==> src/rtl/hub75_bcm_driver.sv <==
// HUB75 panel driver: shifts one captured column set per bit plane, latches it and
// displays it for a binary-weighted period. Define HUB75_DOUBLE_BUFFER_EN to add a shadow buffer.
module hub75_bcm_driver #(
  parameter int NUM_COLS    = 64,
  parameter int SCAN_RATE   = 32,
  parameter int BIT_DEPTH   = 3,
  parameter int BASE_PERIOD = 100
) (
  input  logic                                    clk_in,
  input  logic                                    rst_in,
  input  logic [1:0][NUM_COLS-1:0][3*BIT_DEPTH-1:0] column_data,
  input  logic [$clog2(SCAN_RATE)-1:0]            col_index,
  input  logic                                    tvalid,
  output logic                                    tready,
  output logic [2:0]                              rgb0,
  output logic [2:0]                              rgb1,
  output logic                                    led_clk,
  output logic                                    led_latch,
  output logic                                    led_output_enable,
  output logic [$clog2(SCAN_RATE)-1:0]            row_addr,
  output logic                                    frame_done
);

  localparam int AW    = $clog2(SCAN_RATE);
  localparam int DW    = 3 * BIT_DEPTH;
  localparam int PIX_W = (NUM_COLS > 1) ? $clog2(NUM_COLS) : 1;
  localparam int PL_W  = (BIT_DEPTH > 1) ? $clog2(BIT_DEPTH) : 1;
  localparam int BI_W  = (DW > 1) ? $clog2(DW) : 1;
  localparam int CNT_W = $clog2((BASE_PERIOD << (BIT_DEPTH - 1)) + 1);

  typedef logic [NUM_COLS-1:0][DW-1:0] half_t;
  typedef logic [1:0][NUM_COLS-1:0][DW-1:0] col_t;
  typedef enum logic [1:0] {IDLE, SHIFT, LATCH, DISPLAY} state_t;

  state_t           state;
  logic             armed;
  logic [PL_W-1:0]  plane;
  logic [PIX_W-1:0] pixel;
  logic             phase;
  logic [CNT_W-1:0] cnt;
  col_t             wk_data;
  logic [AW-1:0]    wk_idx;

  logic             accept, disp_end, last_end, start;
  col_t             src_data;
  logic [AW-1:0]    src_idx;

  // {B,G,R} bits of one pixel for one plane
  function automatic logic [2:0] pick(input half_t h, input logic [PIX_W-1:0] px,
                                      input logic [PL_W-1:0] pl);
    logic [DW-1:0] w;
    logic [2:0]    r;
    w = h[px];
    for (int c = 0; c < 3; c++) r[c] = w[BI_W'(c * BIT_DEPTH) + BI_W'(pl)];
    return r;
  endfunction

  assign accept   = tvalid && tready;
  assign disp_end = (state == DISPLAY) && (cnt == '0);
  assign last_end = disp_end && (plane == PL_W'(BIT_DEPTH - 1));

`ifdef HUB75_DOUBLE_BUFFER_EN
  col_t          sh_data;
  logic [AW-1:0] sh_idx;
  logic          sh_full, drain, to_shadow;

  // A column arriving while busy parks in the shadow; at the end of the last plane
  // the shadow drains, or a same-cycle arrival goes straight to the working buffer.
  assign tready    = armed && !sh_full;
  assign drain     = last_end && sh_full;
  assign start     = drain || (accept && (state == IDLE || last_end));
  assign to_shadow = accept && !(state == IDLE || last_end);
  assign src_data  = drain ? sh_data : column_data;
  assign src_idx   = drain ? sh_idx  : col_index;

  always_ff @(posedge clk_in) begin
    if (!rst_in)        sh_full <= 1'b0;
    else if (to_shadow) sh_full <= 1'b1;
    else if (drain)     sh_full <= 1'b0;
  end

  always_ff @(posedge clk_in) begin
    if (to_shadow) begin
      sh_data <= column_data;
      sh_idx  <= col_index;
    end
  end
`else
  assign tready   = armed && (state == IDLE);
  assign start    = accept;
  assign src_data = column_data;
  assign src_idx  = col_index;
`endif

  always_ff @(posedge clk_in) begin
    if (start) begin
      wk_data <= src_data;
      wk_idx  <= src_idx;
    end
  end

  always_ff @(posedge clk_in) begin
    if (!rst_in) begin
      state             <= IDLE;
      armed             <= 1'b0;
      plane             <= '0;
      pixel             <= '0;
      phase             <= 1'b0;
      cnt               <= '0;
      rgb0              <= '0;
      rgb1              <= '0;
      led_clk           <= 1'b0;
      led_latch         <= 1'b0;
      led_output_enable <= 1'b1;
      row_addr          <= '0;
      frame_done        <= 1'b0;
    end else begin
      armed      <= 1'b1;
      led_latch  <= 1'b0;
      frame_done <= 1'b0;
      case (state)
        IDLE: ;
        SHIFT: begin
          if (!phase) begin
            phase   <= 1'b1;
            led_clk <= 1'b1;
          end else begin
            phase   <= 1'b0;
            led_clk <= 1'b0;
            if (pixel == PIX_W'(NUM_COLS - 1)) begin
              state     <= LATCH;
              led_latch <= 1'b1;
              row_addr  <= wk_idx;
            end else begin
              pixel <= pixel + 1'b1;
              rgb0  <= pick(wk_data[0], pixel + 1'b1, plane);
              rgb1  <= pick(wk_data[1], pixel + 1'b1, plane);
            end
          end
        end
        LATCH: begin
          state             <= DISPLAY;
          led_output_enable <= 1'b0;
          cnt               <= CNT_W'((BASE_PERIOD << plane) - 1);
        end
        DISPLAY: begin
          if (cnt != '0) begin
            cnt <= cnt - 1'b1;
          end else begin
            led_output_enable <= 1'b1;
            pixel             <= '0;
            phase             <= 1'b0;
            if (!last_end) begin
              state <= SHIFT;
              plane <= plane + 1'b1;
              rgb0  <= pick(wk_data[0], '0, plane + 1'b1);
              rgb1  <= pick(wk_data[1], '0, plane + 1'b1);
            end else begin
              state      <= IDLE;
              frame_done <= 1'b1;
            end
          end
        end
        default: state <= IDLE;
      endcase
      // a new column overrides whatever the case chose (IDLE or final display end)
      if (start) begin
        state   <= SHIFT;
        plane   <= '0;
        pixel   <= '0;
        phase   <= 1'b0;
        led_clk <= 1'b0;
        rgb0    <= pick(src_data[0], '0, '0);
        rgb1    <= pick(src_data[1], '0, '0);
      end
    end
  end

endmodule
==> config.mk <==
export PLATFORM = sky130hd
export DESIGN_NAME = hub75_bcm_driver
export DESIGN_NICKNAME = d
export VERILOG_FILES = /design/src/rtl/hub75_bcm_driver.sv
export SDC_FILE = /design/constraint.sdc
export NUM_CORES = 1
export LEC_CHECK = 0
export CAP_MARGIN = 20
export CORE_AREA = 2 2 459 461
export CTS_BUF_LIST = sky130_fd_sc_hd__clkbuf_4
export CTS_CLUSTER_DIAMETER = 150
export DETAILED_ROUTE_END_ITERATION = 8
export DIE_AREA = 0 0 461 463
export GPL_TIMING_DRIVEN = 0
export PLACE_DENSITY = 0.55
export SYNTH_ARGS = -nofsm -noshare
export SYNTH_HDL_FRONTEND = slang
export SYNTH_SLANG_ARGS = --single-unit
==> constraint.sdc <==
create_clock -name clk_in -period 76.4 [get_ports clk_in]
set_input_delay 11.46 -clock clk_in [delete_from_list [all_inputs] [get_ports clk_in]]
set_output_delay 11.46 -clock clk_in [all_outputs]
set_load 0.02 [all_outputs]
==> metrics.txt <==
final setup vio count 0; number of buffers inserted by post-CTS setup repair 0; dominant cell type by area after synthesis sky130_fd_sc_hd__edfxtp_1; core utilization of the finished layout 0.3229; final sum of negative setup slack 0 ns; Root Buffer Master sky130_fd_sc_hd__clkbuf_4; Top FF cell, synth sky130_fd_sc_hd__edfxtp_1; post-layout minimum cycle time 14.25 ns; starting density of the core 0.2258; Post-Place Cell Area 62,970 µm²; synthesized instance count 2,519; Synth top area share 0.7380; mean number of vias per cell 4.483; Hold Fails Final Rpt 0; FF/Latch Area 35,460 µm²; leakage power of the design 22.17 nW; final clock skew 0.1304 ns; die extent in y 463 µm; WL final 235,400 µm; unrepaired setup endpoints after global routing false; cell area power density 28.78 nW/µm²; setup slack after layout 62.15 ns; Resized Gates After CTS 0; post-route antenna net violation count 0; VDD IR-drop max 0.00001554 V; Synth async-reset ratio 0; layout cells sized above 1 0.2101; Cell Area, Synth 47,080 µm²; maximum root-to-sink buffer count 4; total of flip-flops plus latches after synthesis 1,193; Tcrit/Tclk final 0.1865; Std-Cell Core Area 208,500 µm²; combined area of the multi-input logic cells 10,770 µm²; initial antenna violation count 84; die area 213,400 µm²; relative slew slack 0.2221; Detailed Routing Iterations Pass 1 6; final hold slack 0.4763 ns; wire length per cell after detailed routing 32.88 µm; pin count of the biggest net entering global routing 132; DP Worst Slack 61.16 ns; clock tree from TritonCTS built; leading cell types in the layout, fill and taps excluded sky130_fd_sc_hd__clkdlybuf4s50_1 (1,175), sky130_fd_sc_hd__edfxtp_1 (1,157), sky130_fd_sc_hd__clkbuf_4 (503), sky130_fd_sc_hd__nand2_1 (356), sky130_fd_sc_hd__mux4_2 (236); count of unique library cells instantiated by Yosys 75; number of max-cap violations 0; critical path type reg -> out; beginning of the worst hold path led_clk$_SDFFE_PP0P_; residual overflow from global routing 0; die extent in x 461 µm; layout overhead on the synthesized area 43.00%; via total after detailed routing 32,100; maximum fanout count along the critical path 6; clock buffer count from CTS 352; kind of start point of the critical path register; summed area of non-filler cells in the final layout 67,330 µm²; worst reg2reg startpoint pixel[1]$_SDFFE_PP0P_; Synth Area per Inst 18.69 µm²; number of placement rows 168; count of pins on the block boundary 1,176; cells taking the most area after synthesis sky130_fd_sc_hd__edfxtp_1 (74%), sky130_fd_sc_hd__mux4_2 (11%), sky130_fd_sc_hd__nand2_1 (2.8%); warnings from Yosys 0; most common cell after layout, fill and taps aside sky130_fd_sc_hd__clkdlybuf4s50_1; fill cell instance count of the final layout 20,720; status completed; Post-synth EDFFs 1,157; Clk pin slew, worst setup/hold paths 0.05 ns; Port Buf Inserts 1,175; total global-route track usage 0.2140; H-Tree Level Count 5; wire length of the first global-routing pass 299,900 µm; CP Data Required Time 64.94 ns; source of the critical timing path state[0]$_SDFFE_PN0P_; number of DRC violations after detailed-routing iteration 0 3,132; gp weighted congestion 0.8784; final HPWL from detailed placement 183,900 µm; CP Capture Type primary output; number of global-route vias before repair 33,550; DRC Markers 0; HP Class reg -> reg; sequential-to-total area share from yosys stat 0.7533; number of hold buffers added after CTS 0; Post-Synthesis Net Count 3,693; maximum clock frequency 70.20 MHz; Final Max Tran Viols 0; data arrival time at the worst-slack endpoint 2.79 ns; Tightest Pin Transition 1.156 ns; clock latency of the later-clocked register in the worst-skew pair 1.36 ns; number of clock sinks 1,193; net total in the final layout 5,252
-- cells by family (layout without fill, tap and decap cells) --
group,after synthesis,in the layout,synth area share
DFF,1193,1193,0.7533
and+or+nand+nor,625,625,0.05972
muxes,322,322,0.1313
AOI/OAI and AO/OA,194,194,0.03088
buffers and inverters,161,1955,0.01834
adders and majority gates,14,14,0.003721
xor gates and xnor gates,10,10,0.002817
other,0,42,0
-- worst max-delay path: stages (launching register included) --
cell                              delay, ns
sky130_fd_sc_hd__dfxtp_1               0.43
sky130_fd_sc_hd__inv_1                 0.12
sky130_fd_sc_hd__ha_1                  0.21
sky130_fd_sc_hd__and2_1                0.14
sky130_fd_sc_hd__clkdlybuf4s50_1       0.64
-- power breakdown --
part	internal (mW)	switching [mW]	leakage, nW
registers	0.816	0.0304	11.0
logic	0.194	0.294	8.60
clock network	0.314	0.289	2.55
-- synth_stat cells (9+ instances only) --
cell,instances
sky130_fd_sc_hd__a22oi_1,12
sky130_fd_sc_hd__nor3b_1,9
sky130_fd_sc_hd__buf_4,37
sky130_fd_sc_hd__edfxtp_1,1157
sky130_fd_sc_hd__a211oi_1,10
sky130_fd_sc_hd__buf_2,39
sky130_fd_sc_hd__mux4_2,236
sky130_fd_sc_hd__o21ai_0,29
sky130_fd_sc_hd__mux2i_1,83
sky130_fd_sc_hd__dfxtp_1,36
sky130_fd_sc_hd__ha_1,14
sky130_fd_sc_hd__a31oi_1,17
sky130_fd_sc_hd__nand3b_1,9
sky130_fd_sc_hd__buf_1,12
sky130_fd_sc_hd__nand3_1,119
sky130_fd_sc_hd__a21oi_1,26
sky130_fd_sc_hd__nand4_1,46
sky130_fd_sc_hd__a32oi_1,19
sky130_fd_sc_hd__nand2_1,356
sky130_fd_sc_hd__and3_1,9
sky130_fd_sc_hd__clkbuf_1,51
sky130_fd_sc_hd__inv_1,13
sky130_fd_sc_hd__nor2_1,29
sky130_fd_sc_hd__nor3_1,18
-- final cells by class --
type,count,share of cell area
clock buffers,503,0.05609
flip-flops and latches,1193,0.5268
inverters,13,0.0008363
plain buffers,148,0.01230
repair buffers,1205,0.1836
well taps,2805,0.05213
multi-input cells,1165,0.1599
clock inverters,86,0.006820
diodes,42,0.001561
-- sequential cells by signal, indices dropped and copies added, names as in the netlist --
signal and cells:
led_clk 1, state 2, rgb1 3, frame_done 1, wk_idx 5, plane 2, phase 1, led_output_enable 1
led_latch 1, cnt 9, wk_data 1152, row_addr 5, rgb0 3, armed 1, pixel 6
-- stage by stage --
stage                     std cells  power (mW)
after floorplan                2519       1.184
final                          7160       1.938
after global routing           7142       2.025
after CTS                      7117       1.975
after global placement         6499       1.503
after detailed placement       6528       1.362
-- final timing paths --
| kind | endpoint | slack (ns) | cells after the start |
|---|---|---|---|
| worst max register to register | rgb0[1]$_SDFFE_PN0P_ | 71.16 | 12 |
| worst min register to register | led_clk$_SDFFE_PP0P_ | 0.48 | 2 |
| worst max-delay path | tready | 62.15 | 4 |
| worst min-delay path | led_clk$_SDFFE_PP0P_ | 0.48 | 2 |
-- layer usage --
| layer | up-vias | GRT usage | part of all wire |
|---|---|---|---|
| met5 | - | 0 | 0.0016 |
| met4 | 52 | 0.08505 | 0.039 |
| met3 | 453 | 0.06639 | 0.088 |
| met2 | 1881 | 0.3739 | 0.50 |
| met1 | 16110 | 0.2410 | 0.37 |
| li1 | 13600 | - | - |
Power figures use the tool's default switching activity.
